### src/rtl/uart_rx_frame_engine.sv
// uart_rx_frame_engine: oversampled UART receiver with per-frame parity/framing/break checks
// feeding a first-word-fall-through status FIFO of {BI, FE, PE, data} entries.
module uart_rx_frame_engine #(
  parameter int PDATA_WIDTH = 8,
  parameter int OSR = 16,
  parameter int FIFO_DEPTH = 16
) (
  input  logic                         PCLK,
  input  logic                         PRESET,
  input  logic                         baud_tick,
  input  logic                         sRX,
  input  logic [1:0]                   charl,
  input  logic                         stop_sel,
  input  logic                         par_en,
  input  logic                         par_sel,
  input  logic                         stick_par,
  input  logic                         rd_en,
  input  logic                         ovr_clr,
  output logic [PDATA_WIDTH+2:0]       rd_data,
  output logic                         empty,
  output logic                         full,
  output logic [$clog2(FIFO_DEPTH):0]  count,
  output logic                         overrun,
  output logic                         frame_done,
  output logic                         busy
);
  localparam int CW = $clog2(OSR);
  localparam int AW = $clog2(FIFO_DEPTH);
  localparam int NW = AW + 1;
  localparam logic [CW-1:0] HALF = CW'(OSR / 2 - 1);
  localparam logic [CW-1:0] LAST = CW'(OSR - 1);

  typedef enum logic [2:0] {IDLE, START, DATA, PARITY, STOP, BRKWAIT} state_t;

  state_t                 state_q, state_d;
  logic                   rx_meta_q, rx_s_q, rx_prev_q;
  logic [CW-1:0]          cnt_q, cnt_d;
  logic [3:0]             bit_q, bit_d;
  logic [PDATA_WIDTH-1:0] sh_q, sh_d;
  logic [1:0]             charl_q, charl_d;
  logic                   pen_q, pen_d, psel_q, psel_d, stick_q, stick_d;
  logic                   pbit_q, pbit_d, pe_q, pe_d;
  logic                   frame_done_q, frame_done_d, busy_q, busy_d;
  logic                   overrun_q, overrun_d;
  logic [AW-1:0]          wr_ptr_q, wr_ptr_d, rd_ptr_q, rd_ptr_d;
  logic [NW-1:0]          count_q, count_d;
  logic [PDATA_WIDTH+2:0] mem_q [FIFO_DEPTH];
  logic                   samp, push, wr_ok, rd_ok, fe, bi;
  logic [PDATA_WIDTH+2:0] wdata;
  logic                   unused_stop_sel;

  assign unused_stop_sel = stop_sel;
  assign fe = !rx_s_q;
  assign bi = fe && sh_q == '0 && !(pen_q && pbit_q);
  assign wdata = {bi, fe, pe_q, sh_q};
  assign empty = count_q == '0;
  assign full = count_q == NW'(FIFO_DEPTH);
  assign count = count_q;
  assign rd_data = empty ? '0 : mem_q[rd_ptr_q];
  assign overrun = overrun_q;
  assign frame_done = frame_done_q;
  assign busy = busy_q;

  always_comb begin
    state_d = state_q;
    bit_d = bit_q;
    sh_d = sh_q;
    charl_d = charl_q;
    pen_d = pen_q;
    psel_d = psel_q;
    stick_d = stick_q;
    pbit_d = pbit_q;
    pe_d = pe_q;
    push = 1'b0;
    samp = baud_tick && cnt_q == (state_q == START ? HALF : LAST);
    cnt_d = (state_q == IDLE || state_q == BRKWAIT) ? '0 : baud_tick ? (samp ? '0 : cnt_q + 1'b1) : cnt_q;
    case (state_q)
      IDLE: state_d = (rx_prev_q && !rx_s_q) ? START : IDLE;
      START: if (samp && rx_s_q) state_d = IDLE;
        else if (samp) begin
          state_d = DATA;
          charl_d = charl;
          pen_d = par_en;
          psel_d = par_sel;
          stick_d = stick_par;
          sh_d = '0;
          bit_d = '0;
          pbit_d = 1'b0;
          pe_d = 1'b0;
        end
      DATA: if (samp) begin
        for (int i = 0; i < PDATA_WIDTH; i++) if (bit_q == 4'(i)) sh_d[i] = rx_s_q;
        bit_d = bit_q + 1'b1;
        if (bit_q == {2'b01, charl_q}) state_d = pen_q ? PARITY : STOP;
      end
      PARITY: if (samp) begin
        pbit_d = rx_s_q;
        pe_d = rx_s_q != (stick_q ? !psel_q : psel_q ? ^sh_q : ~^sh_q);
        state_d = STOP;
      end
      STOP: if (samp) begin
        push = 1'b1;
        state_d = rx_s_q ? IDLE : BRKWAIT;
      end
      BRKWAIT: state_d = rx_s_q ? IDLE : BRKWAIT;
      default: state_d = IDLE;
    endcase
    // A full FIFO still accepts the word when the same cycle pops the head
    rd_ok = rd_en && !empty;
    wr_ok = push && (!full || rd_en);
    wr_ptr_d = wr_ok ? wr_ptr_q + 1'b1 : wr_ptr_q;
    rd_ptr_d = rd_ok ? rd_ptr_q + 1'b1 : rd_ptr_q;
    count_d = count_q + NW'(wr_ok) - NW'(rd_ok);
    overrun_d = (push && full && !rd_en) || (overrun_q && !ovr_clr);
    frame_done_d = push;
    busy_d = state_d != IDLE;
  end

  always_ff @(posedge PCLK or posedge PRESET) begin
    if (PRESET) begin
      state_q <= IDLE;
      rx_meta_q <= 1'b1;
      rx_s_q <= 1'b1;
      rx_prev_q <= 1'b1;
      cnt_q <= '0;
      bit_q <= '0;
      sh_q <= '0;
      charl_q <= '0;
      pen_q <= 1'b0;
      psel_q <= 1'b0;
      stick_q <= 1'b0;
      pbit_q <= 1'b0;
      pe_q <= 1'b0;
      frame_done_q <= 1'b0;
      busy_q <= 1'b0;
      overrun_q <= 1'b0;
      wr_ptr_q <= '0;
      rd_ptr_q <= '0;
      count_q <= '0;
    end else begin
      state_q <= state_d;
      rx_meta_q <= sRX;
      rx_s_q <= rx_meta_q;
      rx_prev_q <= rx_s_q;
      cnt_q <= cnt_d;
      bit_q <= bit_d;
      sh_q <= sh_d;
      charl_q <= charl_d;
      pen_q <= pen_d;
      psel_q <= psel_d;
      stick_q <= stick_d;
      pbit_q <= pbit_d;
      pe_q <= pe_d;
      frame_done_q <= frame_done_d;
      busy_q <= busy_d;
      overrun_q <= overrun_d;
      wr_ptr_q <= wr_ptr_d;
      rd_ptr_q <= rd_ptr_d;
      count_q <= count_d;
    end
  end

  always_ff @(posedge PCLK) if (wr_ok) mem_q[wr_ptr_q] <= wdata;
endmodule

### config.mk
export PLATFORM = sky130hd
export DESIGN_NAME = uart_rx_frame_engine
export DESIGN_NICKNAME = d
export VERILOG_FILES = /design/src/rtl/uart_rx_frame_engine.sv
export SDC_FILE = /design/constraint.sdc
export NUM_CORES = 1
export LEC_CHECK = 0
export CAP_MARGIN = 20
export CORE_MARGIN = 4
export CORE_UTILIZATION = 30
export CTS_CLUSTER_DIAMETER = 200
export DETAILED_ROUTE_END_ITERATION = 10
export GPL_TIMING_DRIVEN = 0
export PLACE_DENSITY = 0.52
export SYNTH_ARGS = -nofsm -noshare
export SYNTH_HDL_FRONTEND = slang
export SYNTH_SLANG_ARGS = --single-unit
### constraint.sdc
create_clock -name PCLK -period 4.4 [get_ports PCLK]
set_input_delay 1.1 -clock PCLK [delete_from_list [all_inputs] [get_ports PCLK]]
set_output_delay 1.1 -clock PCLK [all_outputs]
set_load 0.1 [all_outputs]
# == Word-level counts from Yosys, hierarchy flattened ==
# Memory sizes are Yosys's and may differ from the RTL's.
# Index checks and enable logic that the tools add are counted.
# totals
elab_cells,147
mem_count,1
ff_bits,45
output_inout_bits,21
in_bits,12
ram_bits,176
# memory_table
name,depth,width,read_ports,rd_ports_with_merged_regs,wr,line,source
mem_q,16,11,1,0,1,47,logic [PDATA_WIDTH+2:0] mem_q [FIFO_DEPTH];
# op_classes
n_eq_ne,28
n_addsub,6
n_bitwise,1
mux,43
reduce_logical,42
# ops
cell,n
5-bit AND reduction,8
4-bit 2-to-1 mux,7
3-bit 2-to-1 mux,8
8-bit 2-to-1 mux,3
2-bit != test (second input constant),12
1-bit 2-to-1 mux,19
3-bit one-hot mux with 6 select lines,1
4-bit by 1-bit adder with 4-bit output (second input constant),4
4-bit by 3-bit equality test with 1-bit output (second input constant),4
8-bit one-hot mux with 2 select lines,1
1-bit logical AND,11
11-bit 2-to-1 mux,1
4-bit by 2-bit equality test with 1-bit output (second input constant),2
8-bit logical NOT,1
4-bit one-hot mux with 2 select lines,1
4-bit AND reduction,2
8-bit XNOR reduction,1
8-bit parity,1
1-bit logical NOT,7
3-bit by 2-bit equality test with 1-bit output (second input constant),2
3-bit equality test (second input constant),2
2-bit nonzero test,3
5-bit by 1-bit adder with 5-bit output,1
5-bit equality test (second input constant),1
other kinds (14),17

# == Logic depth before layout (Yosys ltp) ==
# depth
ltp_word,9
depth_mapped,14
mapped_depth_nobuf,13

# == Worst setup path before layout ==
# Ideal clock, no wire load.
# synth_path
kind,reg-to-output
from,register count_q[3] (netlist: count[3])
to,output port rd_data[0]
path_stages_with_launch,7
slack_ns,-2.316
n_path_buf,1
required_time_ns,3.300
t_arrival_ns,5.616
cell_sequence,dfrtp_1 > inv_1 > ha_1 > nor4b_1 > or2_2 > buf_2 > o22ai_1
# synth_between
elab_chain_len,2
# synth_rtl
element,line,source
start: declaration,46,"logic [NW-1:0] count_q, count_d;"
start signal: assignment,159,count_q <= count_d;
5-bit logical NOT,56,assign empty = count_q == '0;
net empty,20,"output logic empty,"
11-bit 2-to-1 mux,59,assign rd_data = empty ? '0 : mem_q[rd_ptr_q];
end: declaration,19,"output logic [PDATA_WIDTH+2:0] rd_data,"
# The timed path passes the listed nets, and every way through them passes these cells.

# == Worst setup path in the final report ==
# layout_path
from,register rd_ptr_q[3]
to,output port rd_data[7]
# layout_between
elab_chain_len,2
# layout_rtl
element,line,source
start: declaration,45,"logic [AW-1:0] wr_ptr_q, wr_ptr_d, rd_ptr_q, rd_ptr_d;"
start signal: assignment,158,rd_ptr_q <= rd_ptr_d;
memory 16 x 11 bit,-,
11-bit 2-to-1 mux,59,
# Every way passes these cells.

==> run summary <==
Status: finished, final reports clean
Via-to-Cell Ratio: 4.806
HPWL after detailed placement: 13.78 mm
N_diodes: 0
Worst-path cell chain: buf_2, clkbuf_1, mux4_2, mux2i_1, o22ai_1, dlygate4sd2_1
Slowest cell on the critical path: dlygate4sd2_1
Clock sinks: 221
DIE AREA: 0.03408 mm2
Post-synthesis mux area share: 14.05%
CP max stage delay: 0.88 ns
Global route overflow: 0
Max-slew violations: 0
CP delay by family, top: buffers and inverters
Layout cells sized above 1: 25.60%
DP Cell Count: 983
Buffer levels on the longest clock path: 3
Post-synthesis sequential area ratio: 68.56%
Most common cell after layout, fill and taps aside: edfxtp_1
Clk_skew: 0.01441 ns
Pin count of the biggest net entering global routing: 42
CTS Buf Count: 24
Yosys cell types: 54
Async SR Flop Fraction: 20.36%
Worst skew pair latency: 0.52 ns
FP Rows: 64
Syn Nets: 575
Total power: 6.160 mW
XOR/XNOR Fraction of Synth Area: 2.153%
Synth Area in Simple Gates: 5.964%
Pwr Density: 554.3 mW/mm2
Yosys reg bits: 221
Hold Vio Cnt, Final: 0
Worst-margin pin slew: 0.9913 ns
H-tree depth: 1
First-pass iteration count of the detailed router: 5
Hold WC Path Type: reg2reg
Hold WS: 0.3570 ns
Initial Utilization: 30.51%
Post-place setup slack: 0.04171 ns
Critical path capture point type: output port
Global-route wire length before repair: 31.13 mm
Initial drt markers: 302
Number of global-route vias before repair: 5274
Highest Clock Rate: 237.0 MHz
Max cap viols: 0
Crit path time final: 4.220 ns
Mapped Cells: 542
Final setup slack of the worst path: 0.1803 ns
Post-CTS Setup Bufs: 0
Reg clk slew, reported paths: 0.06 ns
DRC: 0
Final Cycle Share: 95.90%
Compound-Gate Fraction of Synth Area: 3.624%
Chip Width: 184.6 um
Yosys Warn Count: 0
Antenna viol nets, final: 0
Post-synth EDFFs: 176
Setup TNS: 0 ns
GP Congestion: 0.7907
Crit Path Max Fanout: 10
RSZ-0062 raised after global routing: false
VDD IR max: 0.0004741 V
Largest family of logic cells by synthesized area: multiplexers
Port Buffer Count: 30
Overall die height: 184.6 um
Post-Synth Adder-Cell Area: 2.888%
P&R area growth vs syn: 18.78%
CTS tree: built
CTS root buf: clkbuf_16
Non-Filler Instances: 1025
Via count: 4926
Initial antenna violation count: 0
Wirelength, routed: 20.06 mm
DR WL/cell: 19.57 um
Commonest non-fill, non-tap cells in the layout: edfxtp_1 (176), mux4_2 (44), dfrtp_1 (42)
WS Path Type: reg2out
Synthesized area: 0.009356 mm2
Syn avg cell area: 17.26 um2
Core area: 0.03067 mm2
# setup viols final: 0
Data arrival time of the worst path: 3.12 ns
Nets: 646
Total GRT Usage: 12.00%
WP buf/inv: 3
P_leak: 3.957 nW
Worst Path Required: 3.30 ns
Number of placed I/O pins: 33
Post-synth top flop: edfxtp_1
Slew HR: 33.70%
Crit path launch type: flop
## worst register-to-register path, cell delays in order (launching register included)
cell and delay, ns:
dfrtp_1 0.40, ha_1 0.29, nand4_4 0.19, nor3_4 0.27, nand2_2 0.12, buf_2 0.23
ha_1 0.31, inv_1 0.04, ha_1 0.20, fa_1 0.44, a21oi_1 0.16, nor2_1 0.05
nor2_1 0.11, xnor2_1 0.14
## worst paths after layout
check | from | endpoint | slack, ns | cells after the start
worst max register to register | cnt_q[0]$_DFFE_PP0P_ | count[4]$_DFF_PP0_ | 1.39 | 13
worst max-delay path | rd_ptr_q[3]$_DFFE_PP0P_ | rd_data[7] | 0.18 | 6
worst min register to register | rx_meta_q$_DFF_PP1_ | rx_s_q$_DFF_PP1_ | 0.36 | 0
max in group asynchronous | PRESET | rx_meta_q$_DFF_PP1_ | 3.11 | 3
min in group asynchronous | PRESET | overrun$_DFF_PP0_ | 0.79 | 2
worst min-delay path | rx_meta_q$_DFF_PP1_ | rx_s_q$_DFF_PP1_ | 0.36 | 0
## flip-flops by register name (all words and copies together) (netlist names), 2 cells and up
| register | flops |
|---|---|
| wr_ptr_q | 4 |
| bit_q | 4 |
| mem_q | 176 |
| count | 5 |
| sh_q | 8 |
| charl_q | 2 |
| state_q | 3 |
| rd_ptr_q | 4 |
| cnt_q | 4 |
## logic make-up after synthesis
| logic type | after synthesis |
|---|---|
| flops | 221 |
| fa+ha+maj | 21 |
| xor+xnor | 23 |
| simple gates | 92 |
| buf+inv | 54 |
| compound gates | 56 |
| mux | 75 |
## where the power goes
group	internal (mW)	switching, mW	leakage, nW
sequential	2.33	0.0915	2.28
combinational	0.648	1.30	1.33
clock	1.02	0.763	0.339
total	4.00	2.16	3.96
## timing repair
item	CTS	global route
resized for setup	23	10
hold buffers	0	0
endpoints found under the setup margin	11	5
gates cloned	0	0
## per-layer routing
metal / vias to the layer above / track usage, % / part of all wire (%)
met3: 30 / 2.013 / 5.4
met2: 111 / 20.90 / 51
met5: - / 0 / 0
li1: 2243 / - / -
met1: 2542 / 15.42 / 41
met4: 0 / 3.638 / 2.2
## cell usage after synthesis (3+ instances only)
library cell | count | share of area [%]
ha_1 | 20 | 2.7
o22ai_1 | 11 | 0.74
clkbuf_1 | 6 | 0.24
dfstp_2 | 3 | 0.84
nand2b_1 | 5 | 0.33
mux4_2 | 44 | 11
o21ai_0 | 14 | 0.75
buf_2 | 11 | 0.59
edfxtp_1 | 176 | 56
inv_1 | 27 | 1.1
nor3_1 | 8 | 0.43
nand2_1 | 31 | 1.2
nand4_1 | 3 | 0.20
mux2_2 | 7 | 0.84
buf_6 | 4 | 0.48
dfrtp_1 | 42 | 11
and3_1 | 4 | 0.27
xor2_1 | 8 | 0.75
nand3_1 | 3 | 0.16
mux2i_1 | 23 | 2.5
nor4b_1 | 4 | 0.37
buf_4 | 3 | 0.24
nor2_1 | 13 | 0.52
a21oi_1 | 19 | 1.0
nor4b_2 | 3 | 0.48
xnor2_1 | 15 | 1.4
## through the flow
| step | instance area, um2 | utilization (%) |
|---|---|---|
| finish | 11110 | 36.24 |
| global route | 11110 | 36.24 |
| CTS | 11130 | 36.30 |
| detailed placement | 10430 | 34.01 |
| global placement | 10170 | 33.15 |
| floorplan | 9371 | - |
## layout make-up
type                            count  area (um2)
Inverter                           28       105.1
Tap cell                          396       495.5
Timing Repair Buffer               45       446.7
Buffer                             26       155.1
Clock buffer                       34       648.1
Multi-Input combinational cell    267        2796
Fill cell                        2864       19560
Sequential cell                   221        6415
Clock inverter                      8       51.30
(Power assumes the default switching activity.)
